[src/rtl/sonic_pcs_st_timing_adapter_fifo.sv]
// Avalon-ST timing adapter: converts upstream ready latency to downstream ready latency through a FIFO.
// Latency: a word written at edge t is at the head (out_valid possible) in cycle t+1.
// Backpressure: in_ready is advisory (leaves IN_READY_LATENCY slots for in-flight words); writes into a full FIFO without a same-cycle read are dropped and counted.
//
// Ports:
//   clk, reset               single clock, synchronous active-high reset
//   in_data/in_valid/in_ready upstream side; in_valid is honoured regardless of in_ready
//   out_data/out_valid/out_ready downstream side; out_ready has OUT_READY_LATENCY semantics
//   fill_level               current occupancy
//   overflow, drop_count     sticky drop flag and saturating drop counter
module sonic_pcs_st_timing_adapter_fifo #(
  parameter int DATA_WIDTH        = 2,
  parameter int DEPTH             = 8,
  parameter int IN_READY_LATENCY  = 0,
  parameter int OUT_READY_LATENCY = 0,
  parameter int DROP_CNT_WIDTH    = 16
) (
  input  logic                      clk,
  input  logic                      reset,
  input  logic [DATA_WIDTH-1:0]     in_data,
  input  logic                      in_valid,
  output logic                      in_ready,
  output logic [DATA_WIDTH-1:0]     out_data,
  output logic                      out_valid,
  input  logic                      out_ready,
  output logic [$clog2(DEPTH):0]    fill_level,
  output logic                      overflow,
  output logic [DROP_CNT_WIDTH-1:0] drop_count
);

  localparam int AW = $clog2(DEPTH);
  localparam int CW = AW + 1;
  localparam logic [CW-1:0] DEPTH_C = CW'(DEPTH);
  localparam logic [CW-1:0] IRL_C   = CW'(IN_READY_LATENCY);

  logic [DATA_WIDTH-1:0] mem [DEPTH];
  logic [AW-1:0]         wr_ptr;
  logic [AW-1:0]         rd_ptr;
  logic [CW-1:0]         count;
  logic                  rd_en;
  logic                  wr_en;
  logic                  drop;

  // Read side: with zero ready latency the sink qualifies each transfer;
  // otherwise the delayed ready grants the slot and the sink must take it.
  generate
    if (OUT_READY_LATENCY == 0) begin : g_rl0
      assign out_valid = !reset && (count != '0);
      assign rd_en     = out_valid && out_ready;
    end else begin : g_rln
      logic [OUT_READY_LATENCY-1:0] rdy_pipe;

      always_ff @(posedge clk) begin
        if (reset) begin
          rdy_pipe <= '0;
        end else begin
          rdy_pipe <= (rdy_pipe << 1) | OUT_READY_LATENCY'(out_ready);
        end
      end

      assign out_valid = !reset && rdy_pipe[OUT_READY_LATENCY-1] && (count != '0);
      assign rd_en     = out_valid;
    end
  endgenerate

  // A full FIFO still accepts a word when the head leaves in the same cycle.
  assign wr_en = !reset && in_valid && ((count != DEPTH_C) || rd_en);
  assign drop  = !reset && in_valid && !wr_en;

  // Depends only on registered occupancy (and reset), never on in_valid.
  assign in_ready   = !reset && ((DEPTH_C - count) > IRL_C);
  assign out_data   = mem[rd_ptr];
  assign fill_level = count;

  // Storage is intentionally not reset; occupancy tracking makes stale words unreachable.
  always_ff @(posedge clk) begin
    if (wr_en) begin
      mem[wr_ptr] <= in_data;
    end
  end

  always_ff @(posedge clk) begin
    if (reset) begin
      wr_ptr     <= '0;
      rd_ptr     <= '0;
      count      <= '0;
      overflow   <= 1'b0;
      drop_count <= '0;
    end else begin
      if (wr_en) begin
        wr_ptr <= wr_ptr + AW'(1);
      end
      if (rd_en) begin
        rd_ptr <= rd_ptr + AW'(1);
      end
      case ({wr_en, rd_en})
        2'b10:   count <= count + CW'(1);
        2'b01:   count <= count - CW'(1);
        default: count <= count;
      endcase
      if (drop) begin
        overflow <= 1'b1;
        if (drop_count != '1) begin
          drop_count <= drop_count + DROP_CNT_WIDTH'(1);
        end
      end
    end
  end

endmodule
[config.mk]
export PLATFORM = sky130hd
export DESIGN_NAME = sonic_pcs_st_timing_adapter_fifo
export DESIGN_NICKNAME = d
export VERILOG_FILES = /design/src/rtl/sonic_pcs_st_timing_adapter_fifo.sv
export SDC_FILE = /design/constraint.sdc
export NUM_CORES = 1
export LEC_CHECK = 0
export CAP_MARGIN = 20
export CORE_AREA = 2 2 65 67
export CTS_BUF_LIST = sky130_fd_sc_hd__clkbuf_16
export DETAILED_ROUTE_END_ITERATION = 16
export DIE_AREA = 0 0 67 69
export DONT_BUFFER_PORTS = 1
export GPL_TIMING_DRIVEN = 1
export PLACE_DENSITY = 0.74
export SKIP_LAST_GASP = 1
export SYNTH_ARGS = -nofsm -noshare
export SYNTH_HDL_FRONTEND = slang
export SYNTH_SLANG_ARGS = --single-unit
[constraint.sdc]
create_clock -name clk -period 2.7 [get_ports clk]
set_clock_uncertainty 0.15 [all_clocks]
set_input_delay 0.405 -clock clk [delete_from_list [all_inputs] [get_ports clk]]
set_output_delay 0.405 -clock clk [all_outputs]
set_load 0.01 [all_outputs]
==> metrics.md, run 1 <==
| Metric | Value |
|---|---|
| Critical Path End | fill_level[3] |
| Setup tns final | 0 ns |
| IO Pins | 31 |
| HPWL Detailed | 3150 um |
| CP arrival | 2.44 ns |
| Initial Utilization | 58.4% |
| Post-route antenna net violation count | 0 |
| PD cells | 704 nW/um^2 |
| Rows | 23 |
| Number of buffers created by CTS | 5 |
| Die H | 69 um |
| Critical Path Source | fill_level[0] |
| Nets | 234 |
| FILL cells | 342 |
| Worst Hold Class | in -> reg |
| Max-slew headroom | 57.6% |
| Post-DR vias/cell | 5.97 |
| Clk root buf | clkbuf_16 |
| CP max FO | 8 |
| Worst-Skew Late Latency | 0.28 ns |
| Core region area | 3910 sq um |
| Tmin final | 2.38 ns |
| WL per Instance | 15.9 um |
| Worst-path clk slew | 0.06 ns |
| Drt total wl | 4330 um |
| Largest net degree at the start of global routing | 41 |
| CTS tree | yes |
| Fin crit share | 88.0% |
| Num Clock Sinks | 46 |
| FMAX | 421 MHz |
| Fin. Hold Viols | 0 |
| Yosys warns | 0 |
| Synth async-reset ratio | 0% |
| Global route overflow | 0 |
| Tightest Pin Transition | 0.620 ns |
| Worst Reg-to-Reg Cells | 8 |
| Crit path launch type | flop |
| Die area | 4620 sq um |
| Fin. max-slew vios | 0 |
| Gpl congestion | 0.837 |
| Layout cells sized above 1 | 13.5% |
| Post-route DRC | 0 |
| Ant diodes | 0 |
| Mapped Nets | 234 |
| Worst EP required | 2.76 ns |
| CTS resizes | 0 |
| Area Overhead vs Synth | 7.56% |
| H-Tree Depth | 2 |
| Reg2reg start | fill_level[0] |
| R2r setup slk | 0.32 ns |
| Vias in the first global route | 1556 |
| DR iter-0 viols | 137 |
| Pleak | 0.000843 uW |
| First-pass GRT wire length | 7250 um |
| CTS Buffer Depth | 2 |
| GRT Util Overall | 20.6% |
| RSZ-0062 raised after global routing | no |
| Synth Cell Area | 2280 sq um |
| Worst vdd ir | 0.385 mV |
| Synth Instances | 222 |
| Synth cell types | 47 |
| RR Endpoint | fill_level[3] |
| Status | finished, final reports clean |
| DRT Pass-1 Iters | 4 |
| Synthesized flop and latch total | 46 |
| Maxcap violations | 0 |
| I/O Buffers | 0 |
| Top FF cell, synth | dfxtp_1 |
| Area leader, netlist | dfxtp_1 |
| Avg Inst Size Synth | 10.3 sq um |
| Vias | 1630 |
| Final Cell Area | 2460 sq um |
| Register area share after synthesis | 47.3% |
| Post-DP Area | 2320 sq um |
| Post-CTS Setup Inserts | 0 |
| Top cells by area, synth | dfxtp_1 26%, edfxtp_1 21%, mux2_2 6.4%, nor2_1 5.3%, mux4_2 3.9% |
| Post-synth EDFFs | 16 |
| Crit Path Category | reg -> reg |
| Initial antenna violation count | 0 |
| CTS Hold Bufs | 0 |
| Finish-stage setup viols | 0 |
| Synth top area share | 26.3% |
| Critical Path Sink Type | flop |
| Die X | 67 um |
-- worst max-delay path: stages (launching register included) --
cell	delay [ns]
dfxtp_1	0.53
nor4_1	0.12
or3_1	0.40
inv_1	0.09
ha_1	0.26
a21oi_1	0.29
nor4bb_1	0.26
o21bai_1	0.09
a31oi_1	0.12
-- metrics by stage --
step	hold WS, ns	setup slack [ns]	std cells	utilization, %	total power (uW)
2_1_floorplan	0.313	0.298	222	-	1100
4_1_cts	0.0318	0.311	273	62.8	1740
3_5_place_dp	0.329	0.323	265	59.2	1170
5_1_grt	0.0235	0.119	273	62.8	1820
6_report	0.0439	0.324	273	62.8	1730
3_3_place_gp	0.326	0.422	265	59.2	1160
-- routing by layer --
| metal | wire (um) | vias to the layer above | GRT usage [%] |
|---|---|---|---|
| met5 | 0 | - | 0 |
| met4 | 70 | 0 | 6.80 |
| met3 | 225 | 8 | 6.53 |
| met2 | 2170 | 46 | 35.4 |
| met1 | 1870 | 761 | 23.7 |
| li1 | - | 815 | - |
-- sequential cells by signal, indices dropped and copies added, names as in the netlist, named ones only --
signal      flops
fill_level      4
rd_ptr          3
drop_count     16
overflow        1
mem            16
wr_ptr          3
-- logic make-up (layout without fill, tap and decap cells) --
| group | after synthesis | in the layout | synth area share (%) |
|---|---|---|---|
| AND/OR/NAND/NOR | 98 | 98 | 22.9 |
| flip-flops | 46 | 46 | 47.3 |
| AO/OA/AOI/OAI | 30 | 30 | 8.93 |
| multiplexers | 21 | 21 | 12.1 |
| buffers and inverters | 16 | 17 | 3.18 |
| adder cells (fa/ha/maj) | 6 | 6 | 3.61 |
| XOR/XNOR | 5 | 5 | 1.92 |
-- power by group --
group / switching, uW / internal [uW]
combinational: 155 / 155
sequential: 82.2 / 761
clock: 240 / 338
-- layout make-up --
cell class | instances | area, sq um | share of cell area [%]
Clock inverter | 3 | 16.3 | 0.662
Timing Repair Buffer | 2 | 15.0 | 0.611
Inverter | 7 | 26.3 | 1.07
Sequential cell | 46 | 1080 | 44.0
Multi-Input combinational cell | 160 | 1130 | 46.0
Tap cell | 50 | 62.6 | 2.55
Clock buffer | 5 | 125 | 5.09
-- placed cells by master, fill, tap and decap left out, types with 3 or more instances in the layout --
| cell type | Yosys | final |
|---|---|---|
| nor2b_1 | 8 | 8 |
| nor3_1 | 5 | 5 |
| nand2_1 | 19 | 19 |
| mux4_2 | 4 | 4 |
| a2111oi_0 | 3 | 3 |
| dfxtp_1 | 30 | 30 |
| ha_1 | 5 | 5 |
| o21bai_1 | 3 | 3 |
| xnor2_1 | 3 | 3 |
| nand3_1 | 7 | 7 |
| mux2_2 | 13 | 13 |
| inv_1 | 6 | 6 |
| nand2b_1 | 5 | 5 |
| a211oi_1 | 3 | 3 |
| clkbuf_16 | 0 | 5 |
| edfxtp_1 | 16 | 16 |
| nand4_1 | 5 | 5 |
| a21oi_1 | 10 | 10 |
| clkinv_1 | 1 | 3 |
| nor2_1 | 32 | 32 |
| mux2i_1 | 4 | 4 |
-- how the worst min path moves through the flow --
stage	start	to	slack [ns]	cells past startpoint
after global placement	overflow	overflow	0.33	2
after floorplan	rd_ptr[1]	flop	0.31	2
after detailed placement	reset	fill_level[3]	0.33	1
after global routing	reset	fill_level[3]	0.02	1
final	reset	overflow	0.04	1
after CTS	reset	fill_level[3]	0.03	1
-- cell usage after synthesis, types with 4 or more instances --
| cell | n |
|---|---|
| a21oi_1 | 10 |
| clkbuf_1 | 4 |
| dfxtp_1 | 30 |
| edfxtp_1 | 16 |
| ha_1 | 5 |
| inv_1 | 6 |
| mux2_2 | 13 |
| mux2i_1 | 4 |
| mux4_2 | 4 |
| nand2_1 | 19 |
| nand2b_1 | 5 |
| nand3_1 | 7 |
| nand4_1 | 5 |
| nor2_1 | 32 |
| nor2b_1 | 8 |
| nor3_1 | 5 |
Note: power is estimated with default switching activity, not from simulation.
==> run 2, diff against run 1 <==
--- a/config.mk
+++ b/config.mk
@@ -12,7 +12,9 @@
 export DIE_AREA = 0 0 67 69
 export DONT_BUFFER_PORTS = 1
 export GPL_TIMING_DRIVEN = 1
+export MAX_ROUTING_LAYER = met4
 export PLACE_DENSITY = 0.74
+export SETUP_SLACK_MARGIN = 0.5
 export SKIP_LAST_GASP = 1
 export SYNTH_ARGS = -nofsm -noshare
 export SYNTH_HDL_FRONTEND = slang
==> constraint.sdc (replaced) <==
create_clock -name clk -period 3.02 [get_ports clk]
set_clock_uncertainty 0.15 [all_clocks]
set_input_delay 0.453 -clock clk [delete_from_list [all_inputs] [get_ports clk]]
set_output_delay 0.453 -clock clk [all_outputs]
set_load 0.01 [all_outputs]
==> run 2 against run 1 <==
Compared with the run above: design area rose by 0.76%; total power fell by 11%; critical path depth rose by 1; global-route usage fell by 0.45 points; combinational power fell by 8.7%; register-to-register slack improved by 0.38 ns.
==> metrics.md, run 2 (synthesis gave the netlist of run 1 again) <==
| Metric | Value |
|---|---|
| CP arrival | 2.36 ns (-0.08 ns) |
| Drt total wl | 4200 um (-3.1%) |
| Die H | 69 um (unchanged) |
| Max-slew headroom | 56.3% (-1.3 points) |
| Post-DR vias/cell | 5.90 (-1.2%) |
| Post-Place Setup Slack | 0.520 ns (+0.197 ns) |
| Finish-stage setup viols | 0 (unchanged) |
| Net Switching | 419 uW (-12%) |
| Seq pwr share | 49.2% (+0.5 points) |
| RSZ-0062 raised after global routing | no |
| PD cells | 624 nW/um^2 (-11%) |
| I/O Buffers | 0 (unchanged) |
| Grt met2 use | 33.1% (-2.3 points) |
| IO Pins | 31 (unchanged) |
| Initial antenna violation count | 0 (unchanged) |
| Pint | 1130 uW (-10%) |
| Worst EP required | 3.07 ns (+0.31 ns) |
| Layout Cells excl Fill | 274 (+0.37%) |
| Die area | 4620 sq um (unchanged) |
| Global route overflow | 0 (unchanged) |
| WL per Instance | 15.3 um (-3.4%) |
| Commonest non-fill, non-tap cell in the layout | nor2_1 |
| CTS tree | yes |
| Die X | 67 um (unchanged) |
| Rows | 23 (unchanged) |
| Fin. max-slew vios | 0 (unchanged) |
| Met1 GRT Util | 23.6% (-0.050 points) |
| Clk root buf | clkbuf_16 |
| H-Tree Depth | 2 (unchanged) |
| Tightest Pin Transition | 0.653 ns (+0.0328 ns) |
| Met3 Usage GRT | 4.89% (-1.6 points) |
| Sw frac | 27.1% (-0.48 points) |
| Post-route antenna net violation count | 0 (unchanged) |
| Critical Path Sink Type | flop |
| Core region area | 3910 sq um (unchanged) |
| Post-route DRC | 0 (unchanged) |
| Worst-path clk slew | 0.06 ns (about the same) |
| First-pass GRT wire length | 6970 um (-3.8%) |
| Layout cells sized above 1 | 16.5% (+3.1 points) |
| CTS Buffer Depth | 2 (unchanged) |
| Tmin final | 2.31 ns (-0.0649 ns) |
| Initial Utilization | 58.4% (unchanged) |
| Gpl congestion | 0.844 (+0.81%) |
| Vias | 1616 (-0.86%) |
| Setup tns final | 0 ns (unchanged) |
| DR iter-0 viols | 91 (-34%) |
| Fin crit share | 76.5% (-11 points) |
| Placed cells | 266 (+0.38%) |
| Crit path launch type | flop |
| Worst Hold Class | in -> reg |
| FILL cells | 329 (-3.8%) |
| Largest net degree at the start of global routing | 41 (unchanged) |
| Gate power share | 18.3% (+0.4 points) |
| Number of buffers created by CTS | 5 (unchanged) |
| HPWL Detailed | 3160 um (+0.18%) |
| Multi-input logic area | 1140 sq um (+0.88%) |
| GRT busiest layer | met2 |
| Pleak | 0.000855 uW (+1.4%) |
| Setup WS post-layout | 0.709 ns (+0.385 ns) |
| DRT Pass-1 Iters | 4 (unchanged) |
| Worst vdd ir | 0.316 mV (-18%) |
| Vias in the first global route | 1533 (-1.5%) |
| Area Overhead vs Synth | 8.38% |
| Status | finished, final reports clean |
| Num Clock Sinks | 46 (unchanged) |
| FMAX | 433 MHz (+2.8%) |
| CP max FO | 8 (unchanged) |
| Clock Power Share | 32.5% (-0.9 points) |
| Crit Path Category | reg -> reg |
| Maxcap violations | 0 (unchanged) |
| Storage cell area | 1090 sq um (+0.46%) |
| GRT Util Overall | 20.2% (-0.45 points) |
| Fin. Hold Viols | 0 (unchanged) |
| Nets | 235 (+0.43%) |
| Post-CTS Setup Inserts | 0 (unchanged) |
| Worst-Skew Late Latency | 0.28 ns (about the same) |
| Ant diodes | 0 (unchanged) |
| Most frequent cells in the layout | 32 x nor2_1, 26 x dfxtp_1, 19 x nand2_1 |
[run 2: power by group through the flow]
stage	registers (uW)	clock network, uW	logic [uW]
floorplan	752	0	228
global placement	763	0	275
detailed placement	770	0	276
CTS	756	512	277
global route	767	541	315
finish	759	502	283
[run 2: per-stage QoR]
stage | hold slack, ns | total power [uW] | cell area [sq um] | utilization (%)
after global routing | 0.0812 | 1620 | 2480 | 63.3
after floorplan | 0.313 | 980 | 2280 | -
after detailed placement | 0.336 | 1050 | 2320 | 59.4
after global placement | 0.325 | 1040 | 2320 | 59.4
final | 0.0853 | 1540 | 2480 | 63.3
after CTS | 0.0844 | 1550 | 2460 | 62.9
[run 2: critical path, cell delays in order (launching register included)]
cell and delay, ns:
dfxtp_2 0.45, nor4_1 0.08, buf_4 0.15, or3_1 0.38
inv_1 0.09, ha_1 0.27, nand3_1 0.15, nor4bb_2 0.30
o21bai_1 0.09, a31oi_1 0.12
[run 2: layout make-up]
class | instances | share of cell area, %
multi-input combinational | 160 | 46.1
tap | 50 | 2.53
clock buffer | 5 | 5.05
sequential | 46 | 43.9
clock inverter | 3 | 0.505
inverter | 7 | 1.06
timing repair buffer | 3 | 0.910
[run 2: final timing paths]
kind | from | endpoint | slack [ns] | depth (start not counted)
worst max register to register | fill_level[0] | fill_level[3] | 0.71 | 9
worst max-delay path | fill_level[0] | fill_level[3] | 0.71 | 9
worst min-delay path | reset | fill_level[3] | 0.09 | 1
worst min register to register | overflow | overflow | 0.34 | 2
[run 2: routing by layer]
layer | routed length [um] | vias up | part of all wire [%]
met5 | 0 | - | 0
met4 | 67 | 0 | 1.6
met3 | 163 | 7 | 3.9
met2 | 2190 | 31 | 52
met1 | 1780 | 759 | 42
li1 | - | 819 | -
[run 2: timing repair]
| item | CTS | global route |
|---|---|---|
| setup endpoints to repair | 0 | 2 |
| resized for setup | 0 | 6 |
| hold buffers | 0 | 0 |
==> run 3, diff against run 2 <==
==> constraint.sdc (replaced) <==
create_clock -name clk -period 2.3 [get_ports clk]
set_clock_uncertainty 0.15 [all_clocks]
set_input_delay 0.345 -clock clk [delete_from_list [all_inputs] [get_ports clk]]
set_output_delay 0.345 -clock clk [all_outputs]
set_load 0.01 [all_outputs]
==> run 3 against run 2 <==
Compared with the run above: design area rose by 29%; die area unchanged; flip-flop and latch count is the same; maximum frequency increased by 6.4%; first-iteration DRC count up 64%; routed wire length is 56% higher; sequential share of layout area down 9.0 points; non-clock buffer count is 28 higher; combinational power grew to 2.5 times the previous value; critical path type unchanged.
==> metrics.md, run 3 (synthesis gave the netlist of run 1 again) <==
| Metric | Value |
|---|---|
| Cells along the critical path | nor4_4 > or3_4 > buf_6 > fa_2 > nor2_1 > mux2_2 |
| Sw frac | 28.4% (+1.3 points) |
| Worst Hold Class | in -> reg |
| Largest net degree at the start of global routing | 31 (-24%) |
| GRT Util Overall | 28.2% (+8.0 points) |
| HPWL Detailed | 3380 um (+6.9%) |
| Nets | 263 (+12%) |
| DRT Pass-1 Iters | 5 (+1) |
| Drt total wl | 6560 um (+56%) |
| CTS tree | yes |
| CP arrival | 2.20 ns (-0.16 ns) |
| Final Cell Area | 3200 sq um (+29%) |
| Tightest Pin Transition | 0.548 ns (-0.104 ns) |
| CTS Buffer Depth | 2 (unchanged) |
| Pleak | 0.00114 uW (+34%) |
| RSZ-0062 raised after global routing | yes |
| Initial Utilization | 58.4% (unchanged) |
| CP peak stage delay | 0.54 ns (+0.09 ns) |
| Gate power share | 26.9% (+8.6 points) |
| Max-slew headroom | 63.3% (+7.0 points) |
| Global route overflow | 0 (unchanged) |
| Total power | 2670 uW (+73%) |
| Post-route antenna net violation count | 0 (unchanged) |
| H-Tree Depth | 2 (unchanged) |
| Worst vdd ir | 0.664 mV (+110%) |
| Clk root buf | clkbuf_16 |
| Reg2reg start | fill_level[2] |
| Vias | 1934 (+20%) |
| Number of buffers created by CTS | 5 (unchanged) |
| FMAX | 461 MHz (+6.4%) |
| Worst-path clk slew | 0.06 ns (about the same) |
| Maxcap violations | 0 (unchanged) |
| IO Pins | 31 (unchanged) |
| Die H | 69 um (unchanged) |
| CP max-delay cell | fa_2 |
| Fin. max-slew vios | 0 (unchanged) |
| Worst-Skew Late Latency | 0.29 ns (about the same) |
| Worst EP required | 2.33 ns (-0.74 ns) |
| Status | finished, final reports clean |
| Die area | 4620 sq um (unchanged) |
| Setup tns final | 0 ns (unchanged) |
| Fin crit share | 94.4% (+18 points) |
| Num Clock Sinks | 46 (unchanged) |
| Layout cells sized above 1 | 46.0% (+30 points) |
| Ant diodes | 0 (unchanged) |
| Post-DR vias/cell | 6.40 (+8.6%) |
| Hold Crit Start | reset |
| Post-DP Area | 2460 sq um (+5.7%) |
| Most frequent cells in the layout | 28 x nor2_1, 18 x nand2_1, 16 x edfxtp_1, 16 x buf_4, 13 x dfxtp_2 |
| Rows | 23 (unchanged) |
| I/O Buffers | 0 (unchanged) |
| Seq pwr share | 38.7% (-11 points) |
| Die X | 67 um (unchanged) |
| Crit path launch type | flop |
| Crit Path Category | reg -> reg |
| Critical Path Source | fill_level[2] |
| PD cells | 835 nW/um^2 (+34%) |
| Finish-stage setup viols | 0 (unchanged) |
| Core region area | 3910 sq um (unchanged) |
| Pint | 1910 uW (+70%) |
| Tmin final | 2.17 ns (-0.139 ns) |
| Commonest non-fill, non-tap cell in the layout | nor2_1 |
| DR iter-0 viols | 149 (+64%) |
| Fin. Hold Viols | 0 (unchanged) |
| Clock Power Share | 34.4% (+1.9 points) |
| WL per Instance | 21.7 um (+42%) |
| Vias in the first global route | 1910 (+25%) |
| Area Overhead vs Synth | 40.1% |
| CP max FO | 7 (-1) |
| Post-route DRC | 0 (unchanged) |
| Gpl congestion | 0.864 (+2.4%) |
| Initial antenna violation count | 0 (unchanged) |
| Net Switching | 760 uW (+82%) |
| FILL cells | 198 (-40%) |
| Critical Path Sink Type | flop |
| First-pass GRT wire length | 9540 um (+37%) |
==> run 3: layout make-up <==
type / count / area (sq um) / share of cell area (%)
flip-flops and latches: 46 / 1120 / 34.9
multi-input cells: 160 / 1510 / 47.2
well taps: 50 / 62.6 / 1.95
repair buffers: 31 / 293 / 9.14
clock buffers: 5 / 125 / 3.91
inverters: 7 / 28.8 / 0.899
clock inverters: 3 / 63.8 / 1.99
==> run 3: worst max-delay path: cells and delay by family (launching register included) <==
kind / cells / cell delay, ns
adder cells (fa/ha/maj): 1 / 0.54
flip-flops: 1 / 0.44
buffers and inverters: 1 / 0.13
multiplexers: 1 / 0.25
AND/OR/NAND/NOR: 3 / 0.54
==> run 3: through the flow <==
| step | util (%) | instances | hold WS (ns) | setup WS, ns |
|---|---|---|---|---|
| floorplan | - | 222 | 0.294 | 0.290 |
| global placement | 62.8 | 268 | 0.260 | 0.291 |
| detailed placement | 62.8 | 268 | 0.268 | 0.184 |
| CTS | 75.4 | 291 | 0.00334 | 0.244 |
| global route | 81.8 | 302 | 0.141 | 0.114 |
| finish | 81.8 | 302 | 0.133 | 0.128 |
==> run 3: worst paths after layout <==
check / end / slack, ns / cells after the start
min reg2reg: overflow / 0.35 / 2
max: fill_level[1] / 0.13 / 6
max reg2reg: fill_level[1] / 0.13 / 6
min: drop_count[5] / 0.13 / 2
==> run 3: what timing repair did <==
| item | CTS | global route |
|---|---|---|
| resized for setup | 36 | 40 |
| hold endpoints to repair | 12 | 17 |
| pin swaps | 18 | 11 |
| endpoints found under the setup margin | 36 | 43 |
| hold buffers | 1 | 3 |
| setup buffers | 14 | 8 |
==> run 3: power groups by stage <==
stage | sequential [uW] | combinational (uW) | clock, uW
finish | 1030 | 720 | 920
global placement | 1030 | 398 | 0
detailed placement | 1040 | 417 | 0
CTS | 1030 | 493 | 908
floorplan | 1010 | 337 | 0
global route | 1040 | 758 | 955
==> run 3: layer usage <==
| layer | GRT usage (%) | up-vias | part of all wire [%] |
|---|---|---|---|
| met5 | - | - | 0 |
| met4 | 11.3 | 0 | 4.0 |
| met3 | 6.85 | 26 | 6.3 |
| met2 | 47.1 | 96 | 53 |
| met1 | 31.7 | 937 | 36 |
| li1 | - | 875 | - |
